**src/rtl/dcache_controller.sv**
```systemverilog
// Blocking data-cache controller: hits complete in the cycle they are
// presented; a miss optionally writes back the dirty victim, fills the line
// from memory and then replays the held request as a hit.

// One word slot of a cache line: keeps the stored word or takes the store data.
module dcache_word_merge #(
    parameter int WORD_W = 32
) (
    input  logic              sel,
    input  logic [WORD_W-1:0] old_word,
    input  logic [WORD_W-1:0] new_word,
    output logic [WORD_W-1:0] merged
);
    assign merged = sel ? new_word : old_word;
endmodule

module dcache_controller #(
    parameter int TAG_W = 23,
    parameter int IDX_W = 4
) (
    input  logic                   clk_i,
    input  logic                   rst_i,
    // CPU side
    input  logic                   cpu_req_i,
    input  logic                   cpu_wr_i,
    input  logic [31:0]            cpu_addr_i,
    input  logic [31:0]            cpu_data_i,
    output logic [31:0]            cpu_data_o,
    output logic                   cpu_stall_o,
    // tag/data SRAM side
    output logic [IDX_W-1:0]       sram_addr_o,
    output logic [TAG_W+1:0]       sram_tag_o,
    output logic [255:0]           sram_data_o,
    output logic                   sram_enable_o,
    output logic                   sram_write_o,
    input  logic [TAG_W+1:0]       sram_tag_i,
    input  logic [255:0]           sram_data_i,
    input  logic                   sram_hit_i,
    // memory side
    output logic                   mem_enable_o,
    output logic                   mem_write_o,
    output logic [31:0]            mem_addr_o,
    output logic [255:0]           mem_data_o,
    input  logic [255:0]           mem_data_i,
    input  logic                   mem_ack_i
);
    localparam int NUM_WORDS = 8;
    localparam int WORD_W    = 32;
    localparam int LINE_W    = NUM_WORDS * WORD_W;
    localparam int OFF_W     = 5;

    typedef enum logic [2:0] {
        IDLE,
        MISS,
        WRITEBACK,
        READMISS,
        READMISSOK
    } state_t;

    // Outstanding memory request, held stable for the whole transaction.
    typedef struct packed {
        logic              en;
        logic              wr;
        logic [31:0]       addr;
        logic [LINE_W-1:0] data;
    } mem_req_t;

    state_t   state;
    mem_req_t mreq;
    logic     wb_first;

    logic [TAG_W-1:0]                  req_tag;
    logic [IDX_W-1:0]                  req_idx;
    logic [2:0]                        word_sel;
    logic [NUM_WORDS-1:0]              word_dec;
    logic [31:0]                       fill_addr;
    logic [31:0]                       victim_addr;
    logic                              victim_dirty;
    logic [NUM_WORDS-1:0][WORD_W-1:0]  line_in;
    logic [NUM_WORDS-1:0][WORD_W-1:0]  line_merged;
    logic                              unused_addr_bits;

    assign req_tag          = cpu_addr_i[31 -: TAG_W];
    assign req_idx          = cpu_addr_i[OFF_W +: IDX_W];
    assign word_sel         = cpu_addr_i[4:2];
    assign word_dec         = {{(NUM_WORDS-1){1'b0}}, 1'b1} << word_sel;
    assign fill_addr        = {cpu_addr_i[31:OFF_W], {OFF_W{1'b0}}};
    assign victim_addr      = {sram_tag_i[TAG_W-1:0], req_idx, {OFF_W{1'b0}}};
    assign victim_dirty     = sram_tag_i[TAG_W+1] & sram_tag_i[TAG_W];
    assign line_in          = sram_data_i;
    assign unused_addr_bits = ^cpu_addr_i[1:0];

    // Store merge: one slot per word, only the addressed slot takes cpu_data_i.
    for (genvar g = 0; g < NUM_WORDS; g++) begin : g_merge
        dcache_word_merge #(.WORD_W(WORD_W)) u_merge (
            .sel      (word_dec[g]),
            .old_word (line_in[g]),
            .new_word (cpu_data_i),
            .merged   (line_merged[g])
        );
    end

    // The SRAM is addressed straight from the CPU in every state.
    assign sram_addr_o   = req_idx;
    assign sram_enable_o = cpu_req_i;
    assign cpu_data_o    = line_in[word_sel];

    assign mem_enable_o  = mreq.en;
    assign mem_write_o   = mreq.wr;
    assign mem_addr_o    = mreq.addr;
    assign mem_data_o    = mreq.data;

    // Same-cycle hit path, fill write and stall; all quiet while in reset.
    always_comb begin
        sram_write_o = 1'b0;
        sram_data_o  = line_merged;
        sram_tag_o   = {1'b1, 1'b1, req_tag};
        cpu_stall_o  = 1'b1;
        case (state)
            IDLE: begin
                sram_write_o = cpu_req_i & sram_hit_i & cpu_wr_i;
                cpu_stall_o  = cpu_req_i & ~sram_hit_i;
            end
            READMISS: begin
                sram_write_o = mem_ack_i;
                sram_data_o  = mem_data_i;
                sram_tag_o   = {1'b1, 1'b0, req_tag};
            end
            default: ;
        endcase
        if (!rst_i) begin
            sram_write_o = 1'b0;
            cpu_stall_o  = 1'b0;
        end
    end

    // Miss sequencing and registered memory request; the first writeback
    // cycle ignores ack so a late ack from a dropped request cannot end it.
    always_ff @(posedge clk_i or negedge rst_i) begin
        if (!rst_i) begin
            state    <= IDLE;
            mreq     <= '0;
            wb_first <= 1'b0;
        end else begin
            wb_first <= 1'b0;
            case (state)
                IDLE: begin
                    if (cpu_req_i && !sram_hit_i) state <= MISS;
                end
                MISS: begin
                    mreq.en <= 1'b1;
                    if (victim_dirty) begin
                        state     <= WRITEBACK;
                        wb_first  <= 1'b1;
                        mreq.wr   <= 1'b1;
                        mreq.addr <= victim_addr;
                        mreq.data <= sram_data_i;
                    end else begin
                        state     <= READMISS;
                        mreq.wr   <= 1'b0;
                        mreq.addr <= fill_addr;
                    end
                end
                WRITEBACK: begin
                    if (!wb_first && mem_ack_i) begin
                        state     <= READMISS;
                        mreq.wr   <= 1'b0;
                        mreq.addr <= fill_addr;
                    end
                end
                READMISS: begin
                    if (mem_ack_i) begin
                        state   <= READMISSOK;
                        mreq.en <= 1'b0;
                    end
                end
                READMISSOK: state <= IDLE;
                default:    state <= IDLE;
            endcase
        end
    end
endmodule

```
**config.mk**
```make
export PLATFORM = sky130hd
export DESIGN_NAME = dcache_controller
export DESIGN_NICKNAME = d
export VERILOG_FILES = /design/src/rtl/dcache_controller.sv
export SDC_FILE = /design/constraint.sdc
export NUM_CORES = 1
export LEC_CHECK = 0
export ABC_CLOCK_PERIOD_IN_PS = 5200
export CORE_AREA = 2 2 467 469
export CTS_BUF_LIST = sky130_fd_sc_hd__clkbuf_2 sky130_fd_sc_hd__clkbuf_4 sky130_fd_sc_hd__clkbuf_8
export CTS_CLUSTER_SIZE = 40
export DETAILED_ROUTE_END_ITERATION = 7
export DIE_AREA = 0 0 469 471
export PLACE_DENSITY = 0.34
export SETUP_SLACK_MARGIN = 0.1
export SLEW_MARGIN = 20
export SYNTH_ARGS = -nofsm -noshare
export SYNTH_HDL_FRONTEND = slang
export SYNTH_SLANG_ARGS = --single-unit
export TNS_END_PERCENT = 1
```
**constraint.sdc**
```tcl
create_clock -name clk_i -period 5.2 [get_ports clk_i]
set_input_delay 1.04 -clock clk_i [delete_from_list [all_inputs] [get_ports clk_i]]
set_output_delay 1.04 -clock clk_i [all_outputs]
set_load 0.03 [all_outputs]
```
## After elaboration in Yosys (flattened, before gate mapping)

Index checks and enable logic that the tools add are counted.
Widths: inputs -> output; s select.

| word-level totals | value |
|---|---|
| logic and storage cells | 58 |
| flip-flop bits (word level) | 294 |
| input port bits | 607 |

| operators by class | value |
|---|---|
| order comparisons | 1 |
| muxes and demuxes | 28 |
| equality and inequality tests | 6 |
| bitwise operators | 5 |
| reductions and logical operators | 11 |
| shift-type cells | 1 |

Operators by type and width:

| operator | number |
|---|---|
| $mux 32 | 9 |
| $mux 256 | 1 |
| $bmux 32 s3 | 1 |
| $mux 33 | 2 |
| $pmux 33 s2 | 1 |
| $mux 24 | 1 |
| $pmux 3 s4 | 1 |
| $mux 3 | 3 |
| $shl 1x3->8 const A | 1 |
| $mux 1 | 7 |
| $eq 3x2->1 const B | 2 |
| $ne 2x2->1 const B | 3 |
| $reduce_and 2->1 | 3 |
| $and 1x1->1 | 4 |
| $lt 3x4->1 const B | 1 |
| $pmux 1 s2 | 2 |
| $reduce_bool 2->1 | 2 |
| $eq 3x1->1 const B | 1 |
| $logic_not 3->1 | 1 |
| $reduce_and 3->1 | 1 |
| $logic_and 1x1->1 | 2 |
| $logic_not 1->1 | 2 |
| $not 1->1 | 1 |

## Logic depth before layout (Yosys ltp)

Gate-level depths: netlist (run 1).

| depth | value |
|---|---|
| depth after elaboration | 4 |
| depth in mapped cells | 9 |

## By module

A second synthesis (run 1) with hierarchy kept.

| unflattened totals | value |
|---|---|
| cell total of the unflattened synthesis | 1,957 |
| area total of the unflattened synthesis | 20,812.5 µm² |

Modules (own cells, without submodules):

| module | cells each | seq. area each (µm²) | area each (µm²) | instances |
|---|---|---|---|---|
| dcache_controller | 1,669 | 7,231.9 | 16,458.3 | 1 |
| dcache_word_merge | 36 | 0.0 | 544.3 | 8 |

## Least setup slack after synthesis (run 1)

Ideal clock, no wire load.

| timing path | value |
|---|---|
| path type | in2out |
| from | input cpu_addr_i[2] |
| to | output sram_data_o[100] |
| cell stages on the path | 7 |
| setup slack | 1.415 ns |
| arrival time | 2.745 ns |
| required time | 4.160 ns |
| path through | buf_2 -> buf_2 -> nand3b_1 -> buf_2 -> buf_2 -> mux2i_1 -> o21ai_0 |

| between the ends | value |
|---|---|
| word-level cells in the longest chain between the ends | 3 |

Ends and longest elaborated chain:

| item | line | text |
|---|---|---|
| from (decl) | 26 | `input logic [31:0] cpu_addr_i,` |
| $shl 1x3->8 | 86 | `assign word_dec = {{(NUM_WORDS-1){1'b0}}, 1'b1} << word_sel;` |
| $mux 32 | 14 | `assign merged = sel ? new_word : old_word;` |
| $mux 256 | 119 | `case (state)` |
| to (decl) | 33 | `output logic [255:0] sram_data_o,` |

Every way passes these cells.

## Final worst setup path (run 1)

| timing path | value |
|---|---|
| from | register state[0] |
| to | output sram_data_o[18] |

| between the ends | value |
|---|---|
| word-level cells in the longest chain between the ends | 2 |

Ends and longest elaborated chain:

| item | line | text |
|---|---|---|
| from (decl) | 68 | `state_t state;` |
| from (signal assigned) | 141 | `state <= IDLE;` |
| from (signal assigned) | 148 | `if (cpu_req_i && !sram_hit_i) state <= MISS;` |
| from (signal assigned) | 153 | `state <= WRITEBACK;` |
| $eq 3x2->1 | 119 |  |
| $mux 256 | 119 |  |

Every way passes these cells.

==> out/qor.yml, run 1 <==
power:
  max-vdd-ir-drop_mv: 0.255
  power_report.internal_total_w: 0.0112
  power.share.clock_pct: 13.2
  power.density_cell_area_nw_per_um2: 618
  total_switching_power_w: 0.0120
  sequentialPowerShare_pct: 16.8
  power.share.switching_pct: 51.6
  combinationalPowerShare_pct: 70.0
  leakagePower_nw: 15.8
min_path:
  min-delay-path-class: "register to register"
sta:
  setup_total_negative_slack_ns: 0
  setup_violations: 0
  clock-skew-final_ns: 0.0415
  grt_setup_unrepaired: "no"
  hold_violations: 0
  slew_violations: 0
  holdWs_ns: 0.470
  finalCriticalPeriod_ns: 4.72
  maxSlewHeadroom_pct: 31.4
  final_worst_path_cycle_share_pct: 90.8
  worst_max_slew_pin_slew_ns: 1.02
  highest_clock_rate_mhz: 212
yosys:
  fraction_of_the_mapped_netlist_area_in_adder_cells_pct: 0
  synth.mux.area_fraction_pct: 24.5
  yosys.area_share.xor_xnor_pct: 0
  yosys_warnings: 0
  post_synth_instance_area_um2: 18900
  largest_family_of_logic_cells_by_synthesized_area: "multiplexers"
  synth_ff_type: "sky130_fd_sc_hd__dfrtp_1"
  ys_seq_area_share_pct: 38.2
  syn-mean-instance-area_um2: 8.34
  netlist_instances: 2272
  ys_seq_elements: 289
  async_flop_share_pct: 100
  synth-compound-area-share_pct: 7.61
  netlist_cell_types: 34
  number_of_flops_mapped_to_enable_cells_by_yosys: 0
  area_share_of_and_or_nand_nor_cells_after_synthesis_pct: 21.7
die:
  die-height_um: 471
  floorplan.io_pins: 1217
  design.die.area_um2: 221000
  core-area_um2: 216000
  initial_utilization_pct: 8.77
  die_width_um: 469
  fp-row-count: 171
global_routing:
  grt_pass1_wl_um: 264000
  largest_net_degree_at_the_start_of_global_routing: 91
  grt_antenna_before_repair: 98
  global_route.overflow_total: 0
  grt_usage_pct: 18.5
  first_global_vias: 23300
outcome:
  failed_checks: "DRC"
  run_status: "finished with violations"
job:
  max_cap_viol_count: 0
placement:
  place.detailed.instances: 6228
  place.gp.congestion: 0.903
  portBuffers: 1208
  detailed_place_hpwl_um: 177000
clocking:
  clock-sinks: 289
  clock_tree_from_tritoncts: "done"
  h_tree_depth: 3
  cts_inserted_buffers: 74
  clk_pin_slew_worst_setup_hold_paths_ns: 0.06
  worstSkewPairLatency_ns: 0.79
  clockRootBuffer: "sky130_fd_sc_hd__clkbuf_8"
  cts-resized-gates: 0
  clock_tree.buffer_depth: 3
routing:
  drt_drc_violations_left: 4
  top_signal_layer_used: "met5"
  routed-via-count: 22600
  detail_route.iter0.violations: 1668
  avgRoutedWirePerCell_um: 33.3
  met2WireLength_um: 100000
  met3RoutedLength_um: 24400
  detailedRoute.firstPassIterationCount: 8
  antenna_violating_nets_post_route: 0
  via_per_inst: 3.54
  drt-met1-wl_um: 82500
  wire_length_reported_by_the_detailed_router_um: 212000
finish:
  drive_gt1_share_pct: 16.3
  final-instance-count-excl-fill: 6372
  net_count_final: 4058
  final.fill_count: 24300
  area.growth.synth_to_final_pct: 98.1
  layout.cells.most_common_list: "sky130_fd_sc_hd__nand2_1 (1,027), sky130_fd_sc_hd__clkdlybuf4s50_1 (991), sky130_fd_sc_hd__dfrtp_1 (289)"
  leading_cell_type_in_the_layout_fill_and_taps_excluded: "sky130_fd_sc_hd__nand2_1"
worst_setup_path:
  start_kind: "register"
  critPathKind: "register to output port"
  critical_path_required_ns: 4.16
  crit_path_max_fanout: 43
  setup.worst_path.end_class: "output port"
  arrival_ns: 3.68
==> routing by layer <==
metal  up-vias  GRT usage [%]
met2      1281           31.1
met5         -              0
met4        44           4.06
met3       276           8.79
li1       9878              -
met1     11100           21.2
==> flip-flops by register name (all words and copies together) (netlist names) <==
signal and flops:
mem_enable_o 1, mem_data_o 256, state 3, mem_addr_o 27, mem_write_o 1, wb_first 1
==> layout make-up <==
cell class / count / area [um^2] / share of cell area (%)
well taps: 2854 / 3570 / 9.51
repair buffers: 1336 / 14900 / 39.8
diodes: 28 / 70.1 / 0.187
multi-input cells: 1746 / 10300 / 27.4
clock buffers: 98 / 1270 / 3.39
inverters: 4 / 22.5 / 0.0600
flip-flops and latches: 289 / 7230 / 19.3
clock inverters: 17 / 148 / 0.393
==> worst max-delay path, cell delays in order (launching register included) <==
cell and delay [ns]:
sky130_fd_sc_hd__dfrtp_1 0.47, sky130_fd_sc_hd__nor2b_2 0.22, sky130_fd_sc_hd__and2_4 0.69, sky130_fd_sc_hd__buf_12 0.31, sky130_fd_sc_hd__nand2_1 0.07, sky130_fd_sc_hd__o21ai_1 0.30
sky130_fd_sc_hd__clkdlybuf4s50_1 0.78
==> power groups by stage <==
stage                     clock [W]  sequential, W  combinational (W)
after floorplan                   0        0.00590            0.00499
after global placement            0        0.00388             0.0166
after detailed placement          0        0.00391             0.0165
after CTS                   0.00324        0.00390             0.0166
after global routing        0.00329        0.00403             0.0171
final                       0.00305        0.00390             0.0162
==> synthesized netlist by cell type (all sizes together) (3+ instances only) <==
library cell	count	share of area, %
nor2b	3	0.11
mux2	36	2.1
nor2	26	0.52
buf	175	6.7
dfrtp	289	38
o21ai	259	6.8
a21oi	24	0.63
mux4	64	7.6
nor3b	4	0.16
nand3b	3	0.12
nand2	1027	20
mux2i	279	15
nand2b	4	0.13
clkbuf	62	1.2
inv	4	0.079
==> final timing paths <==
kind | start | endpoint | slack, ns | depth (start not counted)
max reg2reg | state[2] | mem_data_o[251] | 2.71 | 7
max | state[0] | sram_data_o[18] | 0.48 | 6
min reg2reg | mem_data_o[52] | mem_data_o[52] | 0.47 | 2
min | mem_data_o[52] | mem_data_o[52] | 0.47 | 2
min in group asynchronous | rst_i | mem_data_o[127] | 0.71 | 2
max in group asynchronous | rst_i | mem_data_o[246] | 2.78 | 4
==> stage by stage <==
stage	cell area (um^2)	utilization [%]	power, W	setup WS (ns)
floorplan	19000	-	0.0109	1.41
global placement	36000	16.7	0.0204	0.458
detailed placement	36000	16.7	0.0204	0.407
CTS	37500	17.3	0.0237	0.267
global route	37500	17.3	0.0244	0.162
finish	37500	17.4	0.0232	0.480
==> logic make-up (layout without fill, tap and decap cells) <==
kind of cell           count (synthesis)  in the layout
AOI/OAI and AO/OA                    286            286
buffers and inverters                241           1455
DFF                                  289            289
muxes                                379            379
other                                  2             34
and+or+nand+nor                     1075           1075
==> repair_timing <==
action                                  4_1_cts  5_1_grt
hold buffers                                  1        0
endpoints found under the hold margin         2        0
endpoints found under the setup margin        0        0
buffers inserted                              0        0
(Power assumes the default switching activity.)
==> run 2: changes to the inputs <==
--- a/config.mk
+++ b/config.mk
@@ -6,11 +6,11 @@
 export NUM_CORES = 1
 export LEC_CHECK = 0
 export ABC_CLOCK_PERIOD_IN_PS = 5200
-export CORE_AREA = 2 2 467 469
+export CORE_AREA = 8 8 473 475
 export CTS_BUF_LIST = sky130_fd_sc_hd__clkbuf_2 sky130_fd_sc_hd__clkbuf_4 sky130_fd_sc_hd__clkbuf_8
 export CTS_CLUSTER_SIZE = 40
 export DETAILED_ROUTE_END_ITERATION = 7
-export DIE_AREA = 0 0 469 471
+export DIE_AREA = 0 0 481 483
 export PLACE_DENSITY = 0.34
 export SETUP_SLACK_MARGIN = 0.1
 export SLEW_MARGIN = 20
==> out/qor.yml, run 2 (synthesis results as in run 1) <==
worst_setup_path:
  crit_path_max_fanout: 40
  critical_path_required_ns: 4.16
  arrival_ns: 3.67
  critPathKind: "register to output port"
  setup.worst_path.end_class: "output port"
  worst_r2r_path_depth: 7
  start_kind: "register"
die:
  initial_utilization_pct: 8.77
  fp-row-count: 171
  die-height_um: 483
  design.die.area_um2: 232000
  floorplan.io_pins: 1217
  die_width_um: 481
  core-area_um2: 216000
routing:
  wire_length_reported_by_the_detailed_router_um: 220000
  drt_drc_violations_left: 0
  detailedRoute.firstPassIterationCount: 6
  detail_route.iter0.violations: 1829
  via_per_inst: 3.60
  routed-via-count: 22800
  antenna_violating_nets_post_route: 0
  avgRoutedWirePerCell_um: 34.6
global_routing:
  groute.layer.met1.usage_pct: 21.4
  global_route.overflow_total: 0
  grt_pass1_wl_um: 276000
  first_global_vias: 23800
  use_met3_pct: 8.22
  largest_net_degree_at_the_start_of_global_routing: 114
  grt_usage_pct: 18.1
  gr-usage-met2_pct: 30.2
  global_route.peak_usage_layer: "met2"
  grt_antenna_before_repair: 98
power:
  power_report.internal_total_w: 0.0111
  max-vdd-ir-drop_mv: 0.297
  power.density_cell_area_nw_per_um2: 623
  leakagePower_nw: 15.6
  power.share.clock_pct: 14.3
  total_switching_power_w: 0.0120
  power.share.switching_pct: 51.9
  combinationalPowerShare_pct: 68.8
  sequentialPowerShare_pct: 16.9
sta:
  worst_max_slew_pin_slew_ns: 1.10
  maxSlewHeadroom_pct: 27.0
  finalCriticalPeriod_ns: 4.71
  setup_violations: 0
  setup_total_negative_slack_ns: 0
  highest_clock_rate_mhz: 212
  slew_violations: 0
  final_worst_path_cycle_share_pct: 90.6
  hold_violations: 0
  clock-skew-final_ns: 0.0214
  grt_setup_unrepaired: "no"
  holdWs_ns: 0.472
finish:
  final.fill_count: 24400
  largest_register_ffs: 256
  drive_gt1_share_pct: 15.2
  area.growth.synth_to_final_pct: 95.6
  multiInputGateArea_um2: 10300
  leading_cell_type_in_the_layout_fill_and_taps_excluded: "sky130_fd_sc_hd__nand2_1"
  final-seq-area_um2: 7230
  layout.cells.most_common_list: "sky130_fd_sc_hd__nand2_1 (1,027), sky130_fd_sc_hd__clkdlybuf4s50_1 (1,017), sky130_fd_sc_hd__dfrtp_1 (289)"
  net_count_final: 4027
placement:
  place.gp.congestion: 0.909
  portBuffers: 1208
  detailed_place_hpwl_um: 183000
clocking:
  clock_tree.buffer_depth: 3
  clock-sinks: 289
  clockRootBuffer: "sky130_fd_sc_hd__clkbuf_8"
  cts-resized-gates: 0
  clock_tree_from_tritoncts: "done"
  h_tree_depth: 3
  worstSkewPairLatency_ns: 0.75
  postCtsSetupBuffers: 0
  cts_inserted_buffers: 74
  clk_pin_slew_worst_setup_hold_paths_ns: 0.06
  cts_hold_repair.buffers: 1
outcome:
  run_status: "finished clean"
job:
  max_cap_viol_count: 0
min_path:
  hold_path_depth: 2
  min-delay-path-class: "register to register"
==> run 2: cell types whose count changed in the layout (fill, tap and decap cells not counted), sizes merged <==
cell | previous run | this run
clkinv | 11 | 9
inv | 7 | 5
clkbuf | 98 | 114
diode | 28 | 17
buf | 344 | 287
clkdlybuf4s50 | 991 | 1017
bufinv | 1 | 3
==> run 2: cell type report <==
| class | count | area share, % |
|---|---|---|
| Timing Repair Buffer | 1305 | 38.7 |
| Multi-Input combinational cell | 1746 | 27.7 |
| Sequential cell | 289 | 19.5 |
| Tap cell | 2854 | 9.64 |
| Clock buffer | 114 | 3.83 |
| Clock inverter | 15 | 0.459 |
| Antenna cell | 17 | 0.115 |
| Inverter | 4 | 0.0608 |
==> run 2: metrics by stage <==
stage | area (um^2) | utilization (%) | setup WS (ns) | std cells | power, W
2_1_floorplan | 19000 | - | 1.41 | 2276 | 0.0109
3_3_place_gp | 35400 | 16.4 | 0.486 | 6197 | 0.0201
3_5_place_dp | 35400 | 16.4 | 0.466 | 6197 | 0.0201
4_1_cts | 37000 | 17.1 | 0.370 | 6327 | 0.0236
5_1_grt | 37000 | 17.1 | 0.314 | 6333 | 0.0243
6_report | 37100 | 17.1 | 0.490 | 6344 | 0.0231
==> run 2: worst paths after layout <==
check                                startpoint              end  slack (ns)
worst max-delay path                   state[0]   sram_data_o[1]        0.49
worst min-delay path            mem_data_o[182]  mem_data_o[182]        0.47
worst max register to register         state[2]  mem_data_o[239]        2.79
worst min register to register  mem_data_o[182]  mem_data_o[182]        0.47
max in group asynchronous                 rst_i  mem_data_o[154]        2.71
min in group asynchronous                 rst_i    mem_data_o[4]        0.79
==> run 2: power groups by stage <==
stage	clock (W)	combinational [W]	sequential, W
final	0.00330	0.0159	0.00390
after global routing	0.00353	0.0168	0.00404
after floorplan	0	0.00499	0.00590
after global placement	0	0.0162	0.00388
after CTS	0.00348	0.0162	0.00390
after detailed placement	0	0.0162	0.00391
==> run 2: layer usage <==
layer / vias up / wire [um] / share of wire, %
met1: 11300 / 87900 / 40
met3: 306 / 24300 / 11
met2: 1289 / 102000 / 47
met4: 72 / 4430 / 2.0
li1: 9814 / - / -
met5: - / 456 / 0.21
==> run 2: worst max-delay path: stages (launching register included) <==
cell                              delay [ns]
sky130_fd_sc_hd__dfrtp_1                0.46
sky130_fd_sc_hd__nor2b_2                0.21
sky130_fd_sc_hd__and2_4                 0.57
sky130_fd_sc_hd__buf_12                 0.29
sky130_fd_sc_hd__buf_4                  0.23
sky130_fd_sc_hd__nand2_1                0.05
sky130_fd_sc_hd__o21ai_0                0.10
sky130_fd_sc_hd__clkdlybuf4s50_1        0.82
